<file path="src/rtl/dac_ltc26x4_pkg.sv">
// ----------------------------------------------------------------------------
// dac_ltc26x4_pkg
// Shared definitions for the LTC2604/2614/2624 receiver: command codes,
// broadcast address, frame-length constants and the frame FSM states.
// ----------------------------------------------------------------------------
package dac_ltc26x4_pkg;

  localparam logic [3:0] CMD_WR_IN      = 4'h0;
  localparam logic [3:0] CMD_UPD        = 4'h1;
  localparam logic [3:0] CMD_WR_UPD_ALL = 4'h2;
  localparam logic [3:0] CMD_WR_UPD     = 4'h3;
  localparam logic [3:0] CMD_PWR_DN     = 4'h4;
  localparam logic [3:0] CMD_NOP        = 4'hF;

  localparam logic [3:0] ADDR_ALL = 4'hF;

  localparam logic [5:0] LEN_24  = 6'd24;
  localparam logic [5:0] LEN_32  = 6'd32;
  localparam logic [5:0] CNT_MAX = 6'd63;

  typedef enum logic [1:0] {
    ST_IDLE   = 2'd0,
    ST_SHIFT  = 2'd1,
    ST_DECODE = 2'd2
  } state_e;

  function automatic logic cmd_valid(input logic [3:0] cmd);
    case (cmd)
      CMD_WR_IN, CMD_UPD, CMD_WR_UPD_ALL,
      CMD_WR_UPD, CMD_PWR_DN, CMD_NOP: return 1'b1;
      default:                         return 1'b0;
    endcase
  endfunction

endpackage

</file>
<file path="src/rtl/dac_ltc26x4_rx_sync.sv">
// ----------------------------------------------------------------------------
// spi_in_sync
// Brings one asynchronous SPI-side input into the clk domain through
// SYNC_STAGES flops, then one edge register for single-clk rise/fall strobes.
// RST_VAL is the idle level of the line, so reset release never looks like
// an edge (matters for the active-low CS and CLR lines).
// Ports:
//   clk, rst  system clock, synchronous active-high reset
//   d         asynchronous input
//   q         synchronised level
//   rise/fall 1-clk strobes on synchronised edges
// ----------------------------------------------------------------------------
module spi_in_sync #(
  parameter int unsigned SYNC_STAGES = 2,
  parameter logic        RST_VAL     = 1'b0
) (
  input  logic clk,
  input  logic rst,
  input  logic d,
  output logic q,
  output logic rise,
  output logic fall
);

  logic [SYNC_STAGES-1:0] sync_q, sync_d;
  logic                   edge_q, edge_d;

  always_comb begin
    sync_d = {sync_q[SYNC_STAGES-2:0], d};
    edge_d = sync_q[SYNC_STAGES-1];
  end

  always_ff @(posedge clk) begin
    if (rst) begin
      sync_q <= {SYNC_STAGES{RST_VAL}};
      edge_q <= RST_VAL;
    end else begin
      sync_q <= sync_d;
      edge_q <= edge_d;
    end
  end

  assign q    = sync_q[SYNC_STAGES-1];
  assign rise = q & ~edge_q;
  assign fall = ~q & edge_q;

endmodule

</file>
<file path="src/rtl/dac_ltc26x4_rx.sv">
// ----------------------------------------------------------------------------
// dac_ltc26x4_rx
// Receiver image of an LTC2604/2614/2624 DAC. SPI lines are synchronised to
// clk; 24- or 32-bit frames are decoded into per-channel input and DAC
// registers, with power-down tracking and per-frame error pulses.
// Optional macro DAC_LTC26X4_SDO_EN builds the SDO echo on DAC_OUT
// (otherwise DAC_OUT is tied low).
// Ports:
//   clk, rst        system clock (>= 4x SPI_SCK), sync active-high reset
//   SPI_SCK         SPI clock            DAC_CS   chip select, active low
//   DAC_CLR         clear, active low    SPI_MOSI serial data, MSB first
//   DAC_OUT         SDO echo
//   dac_code        DAC registers, channel n at [n*DATA_W +: DATA_W]
//   dac_pd          per-channel power-down state
//   frame_done      1-clk pulse per decoded/rejected frame
//   err_len/err_addr/err_cmd/err_init  error pulses, valid with frame_done
// ----------------------------------------------------------------------------
module dac_ltc26x4_rx #(
  parameter int unsigned CHANNELS    = 4,
  parameter int unsigned DATA_W      = 12,
  parameter int unsigned SYNC_STAGES = 2
) (
  input  logic                       clk,
  input  logic                       rst,
  input  logic                       SPI_SCK,
  input  logic                       DAC_CS,
  input  logic                       DAC_CLR,
  input  logic                       SPI_MOSI,
  output logic                       DAC_OUT,
  output logic [CHANNELS*DATA_W-1:0] dac_code,
  output logic [CHANNELS-1:0]        dac_pd,
  output logic                       frame_done,
  output logic                       err_len,
  output logic                       err_addr,
  output logic                       err_cmd,
  output logic                       err_init
);
  import dac_ltc26x4_pkg::*;

  localparam logic [4:0] CH_LIM = 5'(CHANNELS);

  // --------------------------------------------------------------------------
  // Input synchronisers
  // --------------------------------------------------------------------------
  logic sck_s, sck_rise, sck_fall;
  logic cs_s, cs_rise, cs_fall;
  logic clr_s, clr_rise, clr_fall;
  logic mosi_s, mosi_rise, mosi_fall;

  spi_in_sync #(.SYNC_STAGES(SYNC_STAGES), .RST_VAL(1'b0)) u_sync_sck (
    .clk(clk), .rst(rst), .d(SPI_SCK), .q(sck_s), .rise(sck_rise), .fall(sck_fall)
  );
  spi_in_sync #(.SYNC_STAGES(SYNC_STAGES), .RST_VAL(1'b1)) u_sync_cs (
    .clk(clk), .rst(rst), .d(DAC_CS), .q(cs_s), .rise(cs_rise), .fall(cs_fall)
  );
  spi_in_sync #(.SYNC_STAGES(SYNC_STAGES), .RST_VAL(1'b1)) u_sync_clr (
    .clk(clk), .rst(rst), .d(DAC_CLR), .q(clr_s), .rise(clr_rise), .fall(clr_fall)
  );
  spi_in_sync #(.SYNC_STAGES(SYNC_STAGES), .RST_VAL(1'b0)) u_sync_mosi (
    .clk(clk), .rst(rst), .d(SPI_MOSI), .q(mosi_s), .rise(mosi_rise), .fall(mosi_fall)
  );

  // --------------------------------------------------------------------------
  // State
  // --------------------------------------------------------------------------
  state_e              state_q, state_d;
  logic                pend_q, pend_d;      // CS fall seen during DECODE
  logic [5:0]          cnt_q, cnt_d;
  logic [31:0]         sr_q, sr_d;
  logic                inited_q, inited_d;
  logic [DATA_W-1:0]   in_q [CHANNELS];
  logic [DATA_W-1:0]   in_d [CHANNELS];
  logic [DATA_W-1:0]   dac_q [CHANNELS];
  logic [DATA_W-1:0]   dac_d [CHANNELS];
  logic [CHANNELS-1:0] pd_q, pd_d;
  logic                done_q, done_d;
  logic                err_len_q, err_len_d;
  logic                err_addr_q, err_addr_d;
  logic                err_cmd_q, err_cmd_d;
  logic                err_init_q, err_init_d;

  // FSM: state register
  always_ff @(posedge clk) begin
    if (rst) begin
      state_q <= ST_IDLE;
      pend_q  <= 1'b0;
    end else begin
      state_q <= state_d;
      pend_q  <= pend_d;
    end
  end

  // FSM: next state. A low CLR overrides any CS edge in the same clk.
  always_comb begin
    state_d = state_q;
    pend_d  = pend_q;
    if (!clr_s) begin
      state_d = ST_IDLE;
      pend_d  = 1'b0;
    end else begin
      case (state_q)
        ST_IDLE: begin
          pend_d = 1'b0;
          if (cs_fall || pend_q) state_d = ST_SHIFT;
        end
        ST_SHIFT: begin
          if (cs_rise) state_d = ST_DECODE;
        end
        ST_DECODE: begin
          state_d = ST_IDLE;
          if (cs_fall) pend_d = 1'b1;
        end
        default: state_d = ST_IDLE;
      endcase
    end
  end

  // FSM: outputs and datapath next values
  logic [3:0]        f_cmd, f_addr;
  logic [DATA_W-1:0] f_code;
  logic              len_ok, addr_ok, cmd_ok, accept, sel;

  always_comb begin
    cnt_d      = cnt_q;
    sr_d       = sr_q;
    in_d       = in_q;
    dac_d      = dac_q;
    pd_d       = pd_q;
    inited_d   = inited_q | clr_rise;
    done_d     = 1'b0;
    err_len_d  = 1'b0;
    err_addr_d = 1'b0;
    err_cmd_d  = 1'b0;
    err_init_d = 1'b0;
    sel        = 1'b0;

    f_cmd   = sr_q[23:20];
    f_addr  = sr_q[19:16];
    f_code  = sr_q[15 -: DATA_W];
    len_ok  = (cnt_q == LEN_24) || (cnt_q == LEN_32);
    addr_ok = (f_addr == ADDR_ALL) || ({1'b0, f_addr} < CH_LIM);
    cmd_ok  = cmd_valid(f_cmd);
    accept  = len_ok && inited_q && addr_ok && cmd_ok;

    if (!clr_s) begin
      for (int unsigned ch = 0; ch < CHANNELS; ch++) begin
        in_d[ch]  = '0;
        dac_d[ch] = '0;
      end
    end else begin
      if (state_q == ST_IDLE && state_d == ST_SHIFT) cnt_d = '0;

      if (state_q == ST_SHIFT && sck_rise && !cs_s) begin
        sr_d  = {sr_q[30:0], mosi_s};
        cnt_d = (cnt_q == CNT_MAX) ? CNT_MAX : cnt_q + 6'd1;
      end

      if (state_q == ST_DECODE) begin
        done_d     = 1'b1;
        err_len_d  = !len_ok;
        err_addr_d = !addr_ok;
        err_cmd_d  = !cmd_ok;
        err_init_d = !inited_q;
        if (accept) begin
          for (int unsigned ch = 0; ch < CHANNELS; ch++) begin
            sel = (f_addr == ADDR_ALL) || (f_addr == ch[3:0]);
            case (f_cmd)
              CMD_WR_IN: begin
                if (sel) in_d[ch] = f_code;
              end
              CMD_UPD: begin
                if (sel) begin
                  dac_d[ch] = in_q[ch];
                  pd_d[ch]  = 1'b0;
                end
              end
              // Written value bypasses in_q so every channel updates in one clk
              CMD_WR_UPD_ALL: begin
                if (sel) in_d[ch] = f_code;
                dac_d[ch] = sel ? f_code : in_q[ch];
                pd_d[ch]  = 1'b0;
              end
              CMD_WR_UPD: begin
                if (sel) begin
                  in_d[ch]  = f_code;
                  dac_d[ch] = f_code;
                  pd_d[ch]  = 1'b0;
                end
              end
              CMD_PWR_DN: begin
                if (sel) pd_d[ch] = 1'b1;
              end
              default: ;
            endcase
          end
        end
      end
    end
  end

  always_ff @(posedge clk) begin
    if (rst) begin
      cnt_q      <= '0;
      sr_q       <= '0;
      inited_q   <= 1'b0;
      pd_q       <= '0;
      done_q     <= 1'b0;
      err_len_q  <= 1'b0;
      err_addr_q <= 1'b0;
      err_cmd_q  <= 1'b0;
      err_init_q <= 1'b0;
      for (int unsigned ch = 0; ch < CHANNELS; ch++) begin
        in_q[ch]  <= '0;
        dac_q[ch] <= '0;
      end
    end else begin
      cnt_q      <= cnt_d;
      sr_q       <= sr_d;
      inited_q   <= inited_d;
      pd_q       <= pd_d;
      done_q     <= done_d;
      err_len_q  <= err_len_d;
      err_addr_q <= err_addr_d;
      err_cmd_q  <= err_cmd_d;
      err_init_q <= err_init_d;
      in_q       <= in_d;
      dac_q      <= dac_d;
    end
  end

  // --------------------------------------------------------------------------
  // Outputs
  // --------------------------------------------------------------------------
  always_comb begin
    dac_code = '0;
    for (int unsigned ch = 0; ch < CHANNELS; ch++) begin
      dac_code[ch*DATA_W +: DATA_W] = dac_q[ch];
    end
  end

  assign dac_pd     = pd_q;
  assign frame_done = done_q;
  assign err_len    = err_len_q;
  assign err_addr   = err_addr_q;
  assign err_cmd    = err_cmd_q;
  assign err_init   = err_init_q;

`ifdef DAC_LTC26X4_SDO_EN
  // SDO is also loaded on the CS fall so the first bit is presented before
  // the first SCK rise; afterwards it follows sr_q[31] on each SCK fall,
  // replaying the previous frame on a 32-bit transfer.
  logic sdo_q, sdo_d;

  always_comb begin
    sdo_d = sdo_q;
    if (cs_fall || (sck_fall && !cs_s)) sdo_d = sr_q[31];
  end

  always_ff @(posedge clk) begin
    if (rst) sdo_q <= 1'b0;
    else     sdo_q <= sdo_d;
  end

  assign DAC_OUT = sdo_q & ~cs_s;

  logic unused_sync;
  assign unused_sync = ^{sck_s, clr_fall, mosi_rise, mosi_fall};
`else
  assign DAC_OUT = 1'b0;

  logic unused_sync;
  assign unused_sync = ^{sck_s, sck_fall, clr_fall, mosi_rise, mosi_fall, sr_q[31]};
`endif

endmodule

</file>
<file path="config.mk">
export PLATFORM = sky130hd
export DESIGN_NAME = dac_ltc26x4_rx
export DESIGN_NICKNAME = d
export VERILOG_FILES = /design/src/rtl/dac_ltc26x4_pkg.sv /design/src/rtl/dac_ltc26x4_rx_sync.sv /design/src/rtl/dac_ltc26x4_rx.sv
export SDC_FILE = /design/constraint.sdc
export NUM_CORES = 1
export LEC_CHECK = 0
export BUFFER_PORTS_ARGS = -buffer_cell sky130_fd_sc_hd__buf_2
export CORE_UTILIZATION = 40
export DETAILED_ROUTE_END_ITERATION = 7
export GPL_TIMING_DRIVEN = 0
export SETUP_SLACK_MARGIN = 0.3
export SLEW_MARGIN = 10
export SYNTH_ARGS = -nofsm -noshare
export SYNTH_HDL_FRONTEND = slang
export SYNTH_HIERARCHICAL = 1
export SYNTH_SLANG_ARGS = --single-unit
export TNS_END_PERCENT = 1
</file>
<file path="constraint.sdc">
create_clock -name clk -period 4.4 [get_ports clk]
set_input_delay 1.1 -clock clk [delete_from_list [all_inputs] [get_ports clk]]
set_output_delay 1.1 -clock clk [all_outputs]
set_load 0.02 [all_outputs]
</file>
Yosys cells after proc, flatten, opt, wreduce, memory -nomap -nowiden
Cells that the tools add are included.
{"block": "totals", "ff_bits": 150, "elab_cells": 155, "output_inout_bits": 58, "in_bits": 6}
{"block": "classes", "n_lt_le_gt_ge": 1, "bitwise_logic": 11, "addsub": 1, "n_reduce_logical": 42, "eq_ne": 32, "n_mux": 39}
{"operator": "$mux W12", "count": 12}
{"operator": "$pmux W12 S3", "count": 4}
{"operator": "$ne A2 B2 Y1 const B", "count": 13}
{"operator": "$reduce_and A6 Y1", "count": 4}
{"operator": "$reduce_and A5 Y1", "count": 4}
{"operator": "$mux W6", "count": 3}
{"operator": "$eq A4 B2 Y1 const B", "count": 4}
{"operator": "$eq A6 B6 Y1 const B", "count": 2}
{"operator": "$pmux W1 S3", "count": 4}
{"operator": "$mux W1", "count": 11}
{"operator": "$eq A4 B1 Y1 const B", "count": 2}
{"operator": "$eq A4 B4 Y1 const B", "count": 2}
{"operator": "$logic_not A4 Y1", "count": 2}
{"operator": "$ne A2 B1 Y1 const B", "count": 4}
{"operator": "$logic_or A1 B1 Y1", "count": 7}
{"operator": "$add A6 B1 Y6 const B", "count": 1}
{"operator": "$eq A6 B5 Y1 const B", "count": 1}
{"operator": "$logic_and A1 B1 Y1", "count": 6}
{"operator": "$mux W2", "count": 3}
{"operator": "$not A1 Y1", "count": 6}
{"operator": "$reduce_and A2 Y1", "count": 3}
{"operator": "$reduce_bool A3 Y1", "count": 2}
{"operator": "$reduce_or A3 Y1", "count": 2}
{"operator": "$reduce_or A6 Y1", "count": 1}
{"operator": "other kinds (13)", "count": 23}

Logic depth before layout (Yosys ltp)
{"block": "logic_depth", "word_depth": 10, "ltp_mapped": 8, "ltp_nobuf": 7}

Modules after synthesis
Netlist, hierarchy kept.
{"mod": "dac_ltc26x4_rx", "instances": 1, "seq_area_each_um2": 2782.7, "area_per_inst_um2": 5923.2, "cells_each": 637}
{"mod": "spi_in_sync (u_sync_clr ...)", "instances": 2, "seq_area_each_um2": 60.1, "area_per_inst_um2": 92.6, "cells_each": 8}
{"mod": "spi_in_sync (u_sync_mosi ...)", "instances": 2, "seq_area_each_um2": 60.1, "area_per_inst_um2": 91.3, "cells_each": 8}

Worst setup path after synthesis
No wires, ideal clock.
{"block": "synth_path", "path_type": "input-to-reg", "start": "input rst", "end": "register dac_q, in the netlist dac_code[2]", "path_stages": 6, "path_buffers": 3, "required_ns": 4.330, "arrival_time_ns": 2.183, "path_slack_ns": 2.148, "setup_ns": 0.070, "cell_sequence": "clkbuf_1 nor2b_1 clkbuf_1 clkbuf_1 o21ai_0 a21oi_1"}
{"block": "synth_via", "elab_chain_cells": 1}
{"item": "start: declaration", "line_no": "dac_ltc26x4_rx.sv:24", "source": "input logic rst,"}
{"item": "$reduce_or A2 Y1 (no line)"}
{"item": "end signal: indexed assignment", "line_no": "dac_ltc26x4_rx.sv:214", "source": "dac_q[ch] <= '0;"}
{"item": "end signal: assignment", "line_no": "dac_ltc26x4_rx.sv:227", "source": "dac_q <= dac_d;"}
{"item": "end: declaration", "line_no": "dac_ltc26x4_rx.sv:73", "source": "logic [DATA_W-1:0] dac_q [CHANNELS];"}
Every way passes these cells.
A chain may end at the register's enable or synchronous reset.

Worst setup path in the final report
Ends and elaborated chain as after synthesis.

==> reports/metrics.cfg <==
[clock_tree]
cts_setup_buffers = 0
cts_root_buf = clkbuf_16
clk_latency_ns = 0.43
htreeDepth = 4
cts_tree = yes
clk_pin_slew_worst_paths_ns = 0.05
cts.hold.buffers_added = 0
clock_path_buffers = 2
numCtsBuffers = 17
clock-sinks = 150
cts_resized = 0

[yosys]
synthCells = 663
synthesis.nets = 671
ys_warn_count = 6
syn_avg_cell_area_um2 = 9.41
synth.cell_area_mm2 = 0.00624

[global_route]
track_usage_pct = 19.0
grt_pass1_vias = 4654
grt.overflow.total = 0
grt_start_max_net_pins = 17
antenna_found_initial = 0
grt_pass1_wl_mm = 23.6

[critical_path]
cp_data_required_time_ns = 4.75
crit_buf_inv = 4
endpoint_kind = register
crit_arrival_ns = 3.21
slowest_delay_ns = 0.62
worst-path-stages = 7
path_cells = buf_2 > clkbuf_1 > nor2b_1 > clkbuf_1 > clkbuf_1 > o21ai_0 > a21oi_1
crit_type = in -> reg
cpMaxStageDelayCell = nor2b_1
start_kind = input pin
path_delay_family = buffers and inverters
cp_common_cell = clkbuf_1
r2r_cells = 6
critPathMaxFanout = 12

[placed_design]
portBuffers = 62
place_congestion = 0.844
dp.cells = 913
placed_cell_area_mm2 = 0.00678
dp_hpwl_mm = 10.3

[floorplanning]
num_io_pins = 64
core_region_area_mm2 = 0.0152
rows = 45
die_height_um = 127
start_util_pct = 41.0
fp.dieW_um = 127
die_area_mm2 = 0.0161

[power_and_ir_drop]
irDropWorstVdd_mv = 0.257
power_uw = 2810
p_per_area_mw_per_mm2 = 383
leakagePower_uw = 0.00323

[routing]
wl_met1_mm = 6.95
vias = 4859
drc = 0
via_per_inst = 5.15
drtIter0Drc = 286
wl_met3_um = 579
routed.top_layer = met4
wl_met2_mm = 6.73
drtAntennaViolNets = 0
wl_mm = 14.6
firstDrtPassIters = 4
wl_per_cell_um = 15.5

[worst_hold_path]
hp-class = reg -> reg
whs_path_depth = 1

[timing]
timing.final.crit_period_ns = 2.85
skew_ns = 0.00962
setup_violations = 0
worst_slew_margin_rel_pct = 49.6
setup_tns_ns = 0
finalCritPeriodShare_pct = 64.9
fmax_ghz = 0.350
maxSlewViolCount = 0
rsz0062_at_grt = false
finalHoldViolCount = 0
worst_pin_slew_ns = 0.754

[cells_and_area]
final_cells = 943
drive_gt1_share_pct = 20.7
stdcell_area_mm2 = 0.00735
postLayoutCoreUtil_pct = 48.4
nets = 752
n_antenna_cell = 0
area_delta_synth_final_pct = 17.9

[outcome]
status = complete, no violations

[flow_run]
drv_cap = 0

==> per-layer routing <==
| layer | track usage [%] | vias up |
|---|---|---|
| met5 | 0 | - |
| met4 | 8.75 | 0 |
| met3 | 4.47 | 22 |
| met2 | 30.5 | 101 |
| met1 | 24.3 | 2299 |
| li1 | - | 2437 |
==> report_power, final <==
group | switching (uW) | internal [uW]
Sequential | 3.32 | 1360
Clock | 545 | 857
Combinational | 33.2 | 11.7
==> worst paths after layout <==
path                              end            startpoint  slack (ns)
setup / recovery          dac_code[2]                   rst        1.55
setup reg to reg             sr_q[17]  u_sync_clr/sync_q[1]        2.10
hold reg to reg   u_sync_cs/sync_q[1]   u_sync_cs/sync_q[0]        0.40
hold / removal    u_sync_cs/sync_q[1]   u_sync_cs/sync_q[0]        0.40
==> placed cells by master (no fill, tap or decap), types with 9 or more instances in the layout <==
master,n
nor2b_1,12
nand2_1,55
dfxtp_1,150
clkbuf_16,17
mux2i_1,97
o21ai_0,30
a21oi_1,55
clkbuf_1,34
a21oi_2,25
nor3_1,9
nor2_1,71
o21ai_1,27
buf_2,73
==> worst register-to-register path, stage by stage, from the launching register on <==
cell	delay (ns)
dfxtp_1	0.47
nand2b_1	0.14
nor3_1	0.39
clkbuf_1	0.44
buf_1	0.52
nand2_1	0.12
a21oi_1	0.14
==> area by class of cell <==
class,instances,area [um^2]
multi-input cells,450,2930
clock buffers,22,464
plain buffers,57,293
fillers,1429,7850
clock inverters,8,100
repair buffers,62,310
inverters,6,22.5
flip-flops and latches,150,3000
well taps,188,235
==> sequential cells by signal (all words and copies together) (netlist names) <==
signal              count
cnt_q                   6
dac_code               48
dac_pd                  4
err_addr                1
err_cmd                 1
err_init                1
err_len                 1
frame_done              1
in_q                   48
inited_q                1
pend_q                  1
sr_q                   24
state_q                 2
u_sync_clr/edge_q       1
u_sync_clr/sync_q       2
u_sync_cs/edge_q        1
u_sync_cs/sync_q        2
u_sync_mosi/sync_q      2
u_sync_sck/edge_q       1
u_sync_sck/sync_q       2
==> stage by stage <==
stage	worst slack [ns]	hold slack, ns
finish	1.55	0.403
global route	1.33	0.434
CTS	1.49	0.403
detailed placement	1.12	0.389
global placement	1.09	0.389
floorplan	2.15	0.383
(Power assumes the default switching activity.)
